### config.mk
export PLATFORM = sky130hd
export DESIGN_NAME = soc_bus_fabric
export DESIGN_NICKNAME = d
export VERILOG_FILES = /design/src/rtl/soc_bus_fabric.sv
export SDC_FILE = /design/constraint.sdc
export NUM_CORES = 1
export LEC_CHECK = 0
export BUFFER_PORTS_ARGS = -buffer_cell sky130_fd_sc_hd__buf_2
export CELL_PAD_IN_SITES_DETAIL_PLACEMENT = 1
export CELL_PAD_IN_SITES_GLOBAL_PLACEMENT = 2
export CORE_MARGIN = 2
export CORE_UTILIZATION = 22
export CTS_CLUSTER_SIZE = 40
export DETAILED_ROUTE_END_ITERATION = 16
export HOLD_SLACK_MARGIN = 0.06
export PLACE_DENSITY_LB_ADDON = 0.12
export SYNTH_ARGS = -nofsm -noshare
export SYNTH_HDL_FRONTEND = slang
export SYNTH_SLANG_ARGS = --single-unit
### constraint.sdc
create_clock -name clk -period 2.03 [get_ports clk]
set_clock_uncertainty 0.2 [all_clocks]
set_input_delay 0.3045 -clock clk [delete_from_list [all_inputs] [get_ports clk]]
set_output_delay 0.3045 -clock clk [all_outputs]
set_load 0.02 [all_outputs]
### src/rtl/soc_bus_fabric.sv
// soc_bus_fabric: shared-bus interconnect with round-robin arbitration, registered
// request/response paths, decode-error and timeout responses; one transaction in flight.
module soc_bus_fabric #(
    parameter int NUM_MASTERS    = 2,
    parameter int NUM_SLAVES     = 3,
    parameter int ADDR_WIDTH     = 32,
    parameter int DATA_WIDTH     = 32,
    parameter int SEL_WIDTH      = 2,
    parameter int TIMEOUT_CYCLES = 255
) (
    input  logic                             clk,
    input  logic                             reset,
    input  logic [NUM_MASTERS-1:0]           m_req_valid,
    input  logic [NUM_MASTERS*ADDR_WIDTH-1:0] m_addr,
    input  logic [NUM_MASTERS*DATA_WIDTH-1:0] m_wdata,
    input  logic [NUM_MASTERS-1:0]           m_we,
    output logic [NUM_MASTERS-1:0]           m_data_valid,
    output logic [DATA_WIDTH-1:0]            m_rdata,
    output logic                             m_err,
    output logic [NUM_SLAVES-1:0]            s_req_valid,
    output logic [ADDR_WIDTH-1:0]            s_addr,
    output logic [DATA_WIDTH-1:0]            s_wdata,
    output logic                             s_we,
    input  logic [NUM_SLAVES-1:0]            s_data_valid,
    input  logic [NUM_SLAVES*DATA_WIDTH-1:0] s_rdata,
    output logic                             busy
);

    localparam int GW    = (NUM_MASTERS > 1) ? $clog2(NUM_MASTERS) : 1;
    localparam int CNT_W = (TIMEOUT_CYCLES > 1) ? $clog2(TIMEOUT_CYCLES) : 1;
    localparam bit TO_EN = (TIMEOUT_CYCLES > 0);
    localparam logic [CNT_W-1:0] TO_LAST = CNT_W'((TIMEOUT_CYCLES > 0) ? TIMEOUT_CYCLES - 1 : 0);

    localparam logic [1:0] ST_IDLE = 2'd0;
    localparam logic [1:0] ST_WAIT = 2'd1;
    localparam logic [1:0] ST_RESP = 2'd2;

    logic [1:0]             state_q, state_d;
    logic [GW-1:0]          last_grant_q, last_grant_d;
    logic [CNT_W-1:0]       cnt_q, cnt_d;
    logic [NUM_SLAVES-1:0]  s_req_valid_q, s_req_valid_d;
    logic [ADDR_WIDTH-1:0]  s_addr_q, s_addr_d;
    logic [DATA_WIDTH-1:0]  s_wdata_q, s_wdata_d;
    logic                   s_we_q, s_we_d;
    logic [NUM_MASTERS-1:0] m_data_valid_q, m_data_valid_d;
    logic [DATA_WIDTH-1:0]  m_rdata_q, m_rdata_d;
    logic                   m_err_q, m_err_d;

    logic                   arb_found;
    logic [GW-1:0]          arb_idx;
    logic [ADDR_WIDTH-1:0]  req_addr;
    logic [DATA_WIDTH-1:0]  req_wdata;
    logic                   req_we;
    logic [SEL_WIDTH-1:0]   req_sel;
    logic                   dec_err;
    logic [DATA_WIDTH-1:0]  slv_rdata;
    logic                   slv_done;

    // Round-robin: the first requester found scanning upward from last_grant+1 wins.
    always_comb begin
        int cand;
        arb_found = 1'b0;
        arb_idx   = last_grant_q;
        cand      = 0;
        for (int k = 1; k <= NUM_MASTERS; k++) begin
            cand = int'(last_grant_q) + k;
            if (cand >= NUM_MASTERS) cand = cand - NUM_MASTERS;
            if (!arb_found && m_req_valid[GW'(cand)]) begin
                arb_found = 1'b1;
                arb_idx   = GW'(cand);
            end
        end
    end

    assign req_addr  = m_addr[int'(arb_idx)*ADDR_WIDTH +: ADDR_WIDTH];
    assign req_wdata = m_wdata[int'(arb_idx)*DATA_WIDTH +: DATA_WIDTH];
    assign req_we    = m_we[arb_idx];
    assign req_sel   = req_addr[ADDR_WIDTH-1 -: SEL_WIDTH];
    assign dec_err   = (32'(req_sel) >= 32'(NUM_SLAVES));

    // The registered one-hot request doubles as the read-data mux select.
    always_comb begin
        slv_rdata = '0;
        for (int i = 0; i < NUM_SLAVES; i++) begin
            if (s_req_valid_q[i]) slv_rdata = s_rdata[i*DATA_WIDTH +: DATA_WIDTH];
        end
    end

    assign slv_done = |(s_data_valid & s_req_valid_q);

    always_comb begin
        // NOTE: every _d gets a default first so no path through the case infers a latch.
        state_d        = state_q;
        last_grant_d   = last_grant_q;
        cnt_d          = cnt_q;
        s_req_valid_d  = s_req_valid_q;
        s_addr_d       = s_addr_q;
        s_wdata_d      = s_wdata_q;
        s_we_d         = s_we_q;
        m_data_valid_d = '0;
        m_rdata_d      = m_rdata_q;
        m_err_d        = m_err_q;
        case (state_q)
            ST_IDLE: begin
                if (arb_found) begin
                    last_grant_d = arb_idx;
                    s_addr_d     = req_addr;
                    s_wdata_d    = req_wdata;
                    s_we_d       = req_we;
                    cnt_d        = '0;
                    if (dec_err) begin
                        state_d        = ST_RESP;
                        m_data_valid_d = NUM_MASTERS'(1) << arb_idx;
                        m_rdata_d      = '0;
                        m_err_d        = 1'b1;
                    end else begin
                        state_d       = ST_WAIT;
                        s_req_valid_d = NUM_SLAVES'(1) << req_sel;
                    end
                end
            end
            ST_WAIT: begin
                // Completion is tested first so it wins over a same-cycle timeout.
                if (slv_done) begin
                    state_d        = ST_RESP;
                    s_req_valid_d  = '0;
                    m_data_valid_d = NUM_MASTERS'(1) << last_grant_q;
                    m_rdata_d      = s_we_q ? '0 : slv_rdata;
                    m_err_d        = 1'b0;
                end else if (TO_EN && (cnt_q == TO_LAST)) begin
                    state_d        = ST_RESP;
                    s_req_valid_d  = '0;
                    m_data_valid_d = NUM_MASTERS'(1) << last_grant_q;
                    m_rdata_d      = '0;
                    m_err_d        = 1'b1;
                end else begin
                    cnt_d = cnt_q + CNT_W'(1);
                end
            end
            ST_RESP: begin
                state_d   = ST_IDLE;
                cnt_d     = '0;
                m_rdata_d = '0;
                m_err_d   = 1'b0;
            end
            default: begin
                state_d       = ST_IDLE;
                s_req_valid_d = '0;
            end
        endcase
    end

    always_ff @(posedge clk or negedge reset) begin
        if (!reset) begin
            state_q        <= ST_IDLE;
            last_grant_q   <= GW'(NUM_MASTERS - 1);
            cnt_q          <= '0;
            s_req_valid_q  <= '0;
            s_addr_q       <= '0;
            s_wdata_q      <= '0;
            s_we_q         <= 1'b0;
            m_data_valid_q <= '0;
            m_rdata_q      <= '0;
            m_err_q        <= 1'b0;
        end else begin
            // NOTE: non-blocking so every register samples the pre-edge values of the others.
            state_q        <= state_d;
            last_grant_q   <= last_grant_d;
            cnt_q          <= cnt_d;
            s_req_valid_q  <= s_req_valid_d;
            s_addr_q       <= s_addr_d;
            s_wdata_q      <= s_wdata_d;
            s_we_q         <= s_we_d;
            m_data_valid_q <= m_data_valid_d;
            m_rdata_q      <= m_rdata_d;
            m_err_q        <= m_err_d;
        end
    end

    assign m_data_valid = m_data_valid_q;
    assign m_rdata      = m_rdata_q;
    assign m_err        = m_err_q;
    assign s_req_valid  = s_req_valid_q;
    assign s_addr       = s_addr_q;
    assign s_wdata      = s_wdata_q;
    assign s_we         = s_we_q;
    assign busy         = (state_q != ST_IDLE);

endmodule

==> metrics.md, run 1 <==
| Metric | Value |
|---|---|
| Bufs on Longest Clock Path | `2` |
| GRT Residual Overflow | `0` |
| R2R Setup Slk | `approximately 0.033 ns` |
| Hold WC Path Type | `in2reg` |
| Non-filler cells in the finished layout | `between 1000 and 1500` |
| TritonCTS Sinks | `114` |
| CTS Root Cell | `clkbuf_16` |
| Clk pwr share | `roughly 20%` |
| Antenna violations before repair | `4` |
| Slew headroom | `58.7%` |
| Crit share post-route | `98.4%` |
| Detailed Routing Iterations Pass 1 | `4` |
| Vias in the first global route | `6928` |
| I/O Buffers | `335` |
| Residual DRC | `0` |
| Switching fraction of total power | `43.7%` |
| Routed wire length per instance | `17.1 um` |
| VDD IR max | `569 uV` |
| RSZ-0062 raised after global routing | `yes` |
| Synth Instances | `569` |
| Die Y-Extent | `around 160 um` |
| Antenna Nets Post-Route | `0` |
| Fin crit period | `about 2 ns` |
| Total GRT Usage | `between 15 and 20%` |
| Setup TNS | `0 ns` |
| Largest net degree at the start of global routing | `93` |
| Average cell area after synthesis | `9.90 um^2` |
| Flop pwr share | `28.0%` |
| Power share of the combinational group | `52.1%` |
| Synth Cell Area | `approximately 5600 um^2` |
| Slack of the critical path | `about 0.033 ns` |
| Outcome | `finished, final reports clean` |
| CTS tree | `done` |
| Req. time, crit path | `roughly 2.2 ns` |
| YS warnings | `0` |
| First-pass GRT wire length | `36500 um` |
| Post-DR vias/cell | `4.50` |
| Total power | `0.0136 W` |
| Core area | `25200 um^2` |
| Max Fanout on Critical Path | `5` |
| Util after Layout | `39.8%` |
| Share of cells above drive strength 1 | `39.4%` |
| Fmax | `501 MHz` |
| Rows | `58` |
| I/O pin cnt | `337` |
| Final nets | `between 1000 and 1500` |
| Sequential share of the synthesized area | `50.7%` |
| Ys async rst share | `100%` |
| Final setup violation count | `0` |
| Leakage | `5.00 nW` |
| Dpl hpwl | `between 15000 and 20000 um` |
| Worst Path Arrival | `2.13 ns` |
| Cells after DPL | `1217` |
| #FFs+latches synth | `114` |
| WL final | `24000 um` |
| Initial Utilization | `about 22%` |
| Internal Power | `0.00767 W` |
| Fin. max-slew vios | `0` |
| Die W | `164 um` |
| Worst skew pair latency | `a little over 0.4 ns` |
| Critical Path End Type | `flop` |
| Clock transition at the registers of the reported paths | `~0.050 ns` |
| Syn-to-layout area delta | `78.1%` |
| P_sw | `slightly below 0.006 W` |
| Total CTS buffers | `17` |
| Endpoints failing hold | `0` |
| Crit path launch type | `flop` |
| Mapped Nets | `804` |
| Power Density | `between 1000 and 1500 nW/um^2` |
| H-tree depth | `4` |
| Full die area | `26900 um^2` |
| Setup Crit Path Kind | `reg2reg` |
| Via Count | `6335` |
| Worst slew pin tran | `0.614 ns` |
| Yosys cell types | `39` |
| Iter 0 DRT Violations | `approximately 230` |
| Max cap viols | `0` |
| Main flop type after synthesis | `dfrtp_1` |
| Post-synth EDFFs | `0` |
| Pre-CTS setup slack | `-0.0792 ns` |
| Routability cong. | `0.728` |
==> sequential cells by signal, summed over array words and instances (netlist names), 2 cells and up <==
| register | flops |
|---|---|
| m_data_valid | 2 |
| cnt_q | 8 |
| m_rdata | 32 |
| s_wdata | 32 |
| state_q | 2 |
| s_req_valid | 3 |
| s_addr | 32 |
==> cells by family after synthesis <==
| kind of cell | Yosys count | synth area share [%] |
|---|---|---|
| buffers and inverters | 54 | 3.91 |
| xor gates and xnor gates | 2 | 0.311 |
| adders and majority gates | 2 | 0.444 |
| and+or+nand+nor | 135 | 9.71 |
| AOI/OAI and AO/OA | 192 | 22.5 |
| DFF | 114 | 50.7 |
| muxes | 70 | 12.5 |
==> cells in the final DEF (no fill, tap or decap), types with 3 or more instances in the layout <==
master,count
o21ai_0,104
buf_2,334
dfrtp_1,111
a21oi_1,3
dlygate4sd3_1,146
a32o_1,32
nand2_1,109
a22oi_1,32
clkinv_2,6
clkbuf_16,17
nor2_1,4
nand3_1,7
mux2i_1,68
buf_4,31
clkinvlp_4,4
inv_1,5
diode_2,4
clkbuf_8,3
buf_12,8
==> cell usage after synthesis (2+ instances only) <==
library cell,number,area [um^2]
inv_1,5,18.8
clkbuf_1,37,139
o31ai_1,2,15.0
o41a_1,2,22.5
o21ai_0,104,521
buf_2,5,25.0
nor2b_1,2,12.5
a31oi_1,2,12.5
ha_1,2,25.0
nand3_1,8,40.0
o21ai_1,2,10.0
nand4_1,2,12.5
a32o_1,33,330
buf_1,4,15.0
a22oi_1,32,240
buf_4,3,22.5
a21oi_1,4,20.0
nor3_1,3,15.0
mux2i_1,69,691
nand2_1,110,413
or4_1,2,15.0
dfrtp_1,113,2830
nor2_1,5,18.8
o311ai_0,3,26.3
==> metrics by stage <==
step / area (um^2) / hold slack [ns]
after CTS: 9920 / 0.0640
after detailed placement: 7900 / 0.161
after global routing: 10000 / 0.0728
after floorplan: 5650 / -0.191
after global placement: 7900 / 0.154
final: 10000 / 0.0639
==> worst max-delay path, cell delays in order (launching register included) <==
cell and delay (ns):
dfrtp_1 0.37, a222oi_1 0.32, buf_4 0.18, o211ai_1 0.17, or4_1 0.54, a21oi_2 0.14
==> final cells by class <==
cell class / count / area, um^2
Fill cell: 2916 / 15200
Timing Repair Buffer: 521 / 3550
Tap cell: 330 / 413
Inverter: 5 / 18.8
Clock inverter: 10 / 60.1
Clock buffer: 22 / 474
Antenna cell: 4 / 10.0
Multi-Input combinational cell: 401 / 2650
Sequential cell: 114 / 2860
==> layer usage <==
| layer | track usage, % | wire [um] | up-vias |
|---|---|---|---|
| li1 | - | - | 3083 |
| met1 | 19.1 | 9400 | 2982 |
| met2 | 31.4 | 12100 | 252 |
| met3 | 6.92 | 2240 | 18 |
| met4 | 5.06 | 257 | 0 |
| met5 | 0 | 0 | - |
==> path summary, 6_finish.rpt <==
kind,from,end,cells past startpoint
max,s_req_valid[0],cnt_q[7],5
min,s_rdata[67],m_rdata[3],4
max reg2reg,s_req_valid[0],cnt_q[7],5
min reg2reg,s_wdata[19],s_wdata[19],2
max in group asynchronous,reset,s_wdata[10],4
min in group asynchronous,reset,s_wdata[15],3
==> power by group through the flow <==
| stage | Combinational [W] | Clock (W) | Sequential (W) |
|---|---|---|---|
| 6_report | 0.00710 | 0.00271 | 0.00382 |
| 5_1_grt | 0.00776 | 0.00292 | 0.00396 |
| 4_1_cts | 0.00705 | 0.00282 | 0.00384 |
| 3_5_place_dp | 0.00679 | 0 | 0.00384 |
| 3_3_place_gp | 0.00664 | 0 | 0.00380 |
| 2_1_floorplan | 0.00294 | 0 | 0.00493 |
==> timing repair <==
action	CTS	global route
resized for setup	7	9
hold endpoints to repair	190	1
hold buffers	145	1
pin swaps	2	3
cloned	0	0
endpoints found under the setup margin	38	16
buffers inserted	0	8
Note: power is estimated with default switching activity, not from simulation.
==> run 2: changes to the inputs <==
- BUFFER_PORTS_ARGS: -buffer_cell sky130_fd_sc_hd__buf_2 -> -buffer_cell sky130_fd_sc_hd__clkbuf_2
- CAP_MARGIN: default -> 5
==> run 2 against run 1 <==
Against the previous run:
- the run now ends with setup timing left
- register-to-register slack worse by 0.05 ns
- count of clock-buffer cells in the layout is 4 lower
- routed wire length grew 0.72%
- sequential power about the same
- first-iteration DRC count is 34% lower
- largest cell class unchanged
- largest power group unchanged
==> metrics.md, run 2 (same netlist as run 1, synthesis figures left out) <==
| Metric | Value |
|---|---|
| Power Density | `1380 nW/um^2 (+1.9%)` |
| WL final | `24200 um (+0.72%)` |
| GRT Residual Overflow | `0 (unchanged)` |
| Internal Power | `0.00793 W (+3.3%)` |
| Uppermost routed layer | `met4` |
| Die Y-Extent | `164 um (unchanged)` |
| Hold WC Path Type | `in2reg` |
| I/O pin cnt | `337 (unchanged)` |
| Wl on met1 | `9470 um (+0.77%)` |
| WHS Path Cells | `4 (unchanged)` |
| Crit path launch type | `flop` |
| Fillers | `2887 (-0.99%)` |
| Slowest-stage cell, CP | `or4_1` |
| Max Fanout on Critical Path | `5 (unchanged)` |
| Slew headroom | `56.8% (-2.0 points)` |
| Total CTS buffers | `17 (unchanged)` |
| Slack of the critical path | `-0.0157 ns (-0.0491 ns)` |
| Worst skew pair latency | `0.41 ns (about the same)` |
| Core area | `25200 um^2 (unchanged)` |
| Antenna Nets Post-Route | `0 (unchanged)` |
| Die W | `164 um (unchanged)` |
| Reg-to-reg endpoint | `cnt_q[7]` |
| Post-DR vias/cell | `4.54 (+0.73%)` |
| Fmax | `489 MHz (-2.4%)` |
| Max cap viols | `0 (unchanged)` |
| RSZ-0062 raised after global routing | `yes` |
| Total GRT Usage | `17.5% (about the same)` |
| Endpoints failing hold | `0 (unchanged)` |
| Leakage | `5.04 nW (+0.78%)` |
| Largest stage delay on the critical path | `0.52 ns (-0.02 ns)` |
| Dpl hpwl | `16300 um (+0.86%)` |
| Full die area | `26900 um^2 (unchanged)` |
| Via Count | `6381 (+0.73%)` |
| Routed wl met3 | `2000 um (-11%)` |
| Met2 wire len | `12200 um (+1.1%)` |
| Initial Utilization | `22.4% (unchanged)` |
| Req. time, crit path | `2.17 ns (about the same)` |
| R2R Setup Slk | `-0.02 ns (-0.05 ns)` |
| Crit-path leading delay family | `simple AND/OR/NAND/NOR gates` |
| Final nets | `1296 (+0.077%)` |
| R2R depth | `5 (unchanged)` |
| Switching fraction of total power | `43.5% (-0.19 points)` |
| Most frequent cells in the layout | `clkbuf_2 (333), dlygate4sd3_1 (147), dfrtp_1 (111)` |
| VDD IR max | `563 uV (-1.1%)` |
| Vias in the first global route | `6993 (+0.94%)` |
| Fin crit period | `2.05 ns (+0.0491 ns)` |
| Pre-CTS setup slack | `-0.114 ns (-0.0351 ns)` |
| P_sw | `0.00611 W (+2.5%)` |
| Bufs on Longest Clock Path | `2 (unchanged)` |
| Clock transition at the registers of the reported paths | `0.06 ns (about the same)` |
| Worst path depth | `5 (unchanged)` |
| Failing checks | `setup timing` |
| Setup Crit Path Kind | `reg2reg` |
| Cell breakdown of the critical path | `nand4_1 -> buf_4 -> or2_2 -> or4_1 -> a21oi_2` |
| Power share of the combinational group | `51.2% (-0.9 points)` |
| I/O Buffers | `335 (unchanged)` |
| Hold_sp | `s_rdata[90]` |
| CTS tree | `done` |
| TritonCTS Sinks | `114 (unchanged)` |
| Final setup violation count | `1 (+1)` |
| H-tree depth | `4 (unchanged)` |
| Worst Path Buf+Inv | `1 (unchanged)` |
| Routability cong. | `0.748 (+2.8%)` |
| Worst hold endpoint | `m_rdata[26]` |
| CTS Root Cell | `clkbuf_16` |
| Setup TNS | `-0.0157 ns (-0.0157 ns)` |
| Residual DRC | `0 (unchanged)` |
| Flop pwr share | `27.5% (-0.5 points)` |
| Crit share post-route | `101% (+2.4 points)` |
| Iter 0 DRT Violations | `154 (-34%)` |
| Fin. max-slew vios | `0 (unchanged)` |
| First-pass GRT wire length | `36800 um (+0.85%)` |
| Rows | `58 (unchanged)` |
| Largest net degree at the start of global routing | `70 (-25%)` |
| Syn-to-layout area delta | `80.1%` |
| Commonest non-fill, non-tap cell in the layout | `clkbuf_2` |
| Critical R2R Launch | `cnt_q[3]` |
| Util after Layout | `40.3% (+0.43 points)` |
| Share of cells above drive strength 1 | `39.7% (+0.24 points)` |
| Detailed Routing Iterations Pass 1 | `5 (+1)` |
| Worst slew pin tran | `0.644 ns (+0.0292 ns)` |
| Outcome | `finished with violations` |
| Antenna violations before repair | `2 (-2)` |
| Worst Path Arrival | `2.19 ns (+0.06 ns)` |
| Critical Path End Type | `flop` |
| Routed wire length per instance | `17.2 um (+0.72%)` |
| Clk pwr share | `21.4% (+1.5 points)` |
-- run 2: cell types whose count changed in the layout (fill, tap and decap cells not counted), sizes merged --
cell         before  now
inv               5    9
diode             4    3
clkinv            6    3
bufinv            0    2
clkinvlp          4    5
buf             375   41
clkbuf           22  352
dlygate4sd3     146  147
-- run 2: power groups by stage --
stage	clock [W]	combinational, W	sequential [W]
floorplan	0	0.00294	0.00493
global placement	0	0.00660	0.00383
detailed placement	0	0.00675	0.00388
CTS	0.00309	0.00703	0.00386
global route	0.00319	0.00786	0.00400
finish	0.00300	0.00718	0.00385
-- run 2: repair_timing --
| item | 4_1_cts | 5_1_grt |
|---|---|---|
| setup buffers | 1 | 7 |
| pin swaps | 1 | 5 |
| cloned | 0 | 1 |
| hold endpoints to repair | 199 | 0 |
| gates resized for setup | 4 | 20 |
| setup endpoints to repair | 30 | 44 |
| hold buffers | 147 | 0 |
-- run 2: worst max path at each step --
stage	startpoint	end	slack [ns]
after global routing	s_req_valid[0]	cnt_q[7]	-0.12
after floorplan	s_req_valid[1]	cnt_q[7]	-0.14
after CTS	s_req_valid[0]	cnt_q[4]	0.002
after detailed placement	s_data_valid[2]	m_rdata[7]	-0.11
after global placement	s_data_valid[0]	cnt_q[7]	-0.02
final	cnt_q[3]	cnt_q[7]	-0.02
-- run 2: layout make-up --
cell class | count | area (um^2) | share of cell area, %
timing repair buffer | 522 | 3580 | 35.3
sequential | 114 | 2860 | 28.2
multi-input combinational | 401 | 2660 | 26.2
clock buffer | 18 | 439 | 4.33
tap | 330 | 413 | 4.07
clock inverter | 14 | 155 | 1.53
inverter | 5 | 18.8 | 0.185
antenna | 3 | 7.51 | 0.0740
-- run 2: tightest hold or removal path, stage by stage --
cell      delay [ns]
clkbuf_2        0.08
nand2_1         0.04
o21ai_0         0.07
a32o_1          0.14
-- run 2: metal layers --
layer  up-vias  global-route usage (%)
met4         0                    5.74
met1      3009                    19.5
met5         -                       0
li1       3084                       -
met3        33                    6.04
met2       255                    31.4
-- run 2: per-stage QoR --
stage | std cells | cell area, um^2 | total power (W) | hold slack [ns]
after detailed placement | 1216 | 7890 | 0.0106 | 0.131
after global placement | 1216 | 7890 | 0.0104 | 0.124
after global routing | 1404 | 10100 | 0.0151 | 0.0785
after CTS | 1396 | 9990 | 0.0140 | 0.0601
final | 1407 | 10100 | 0.0140 | 0.0640
after floorplan | 569 | 5650 | 0.00787 | -0.191
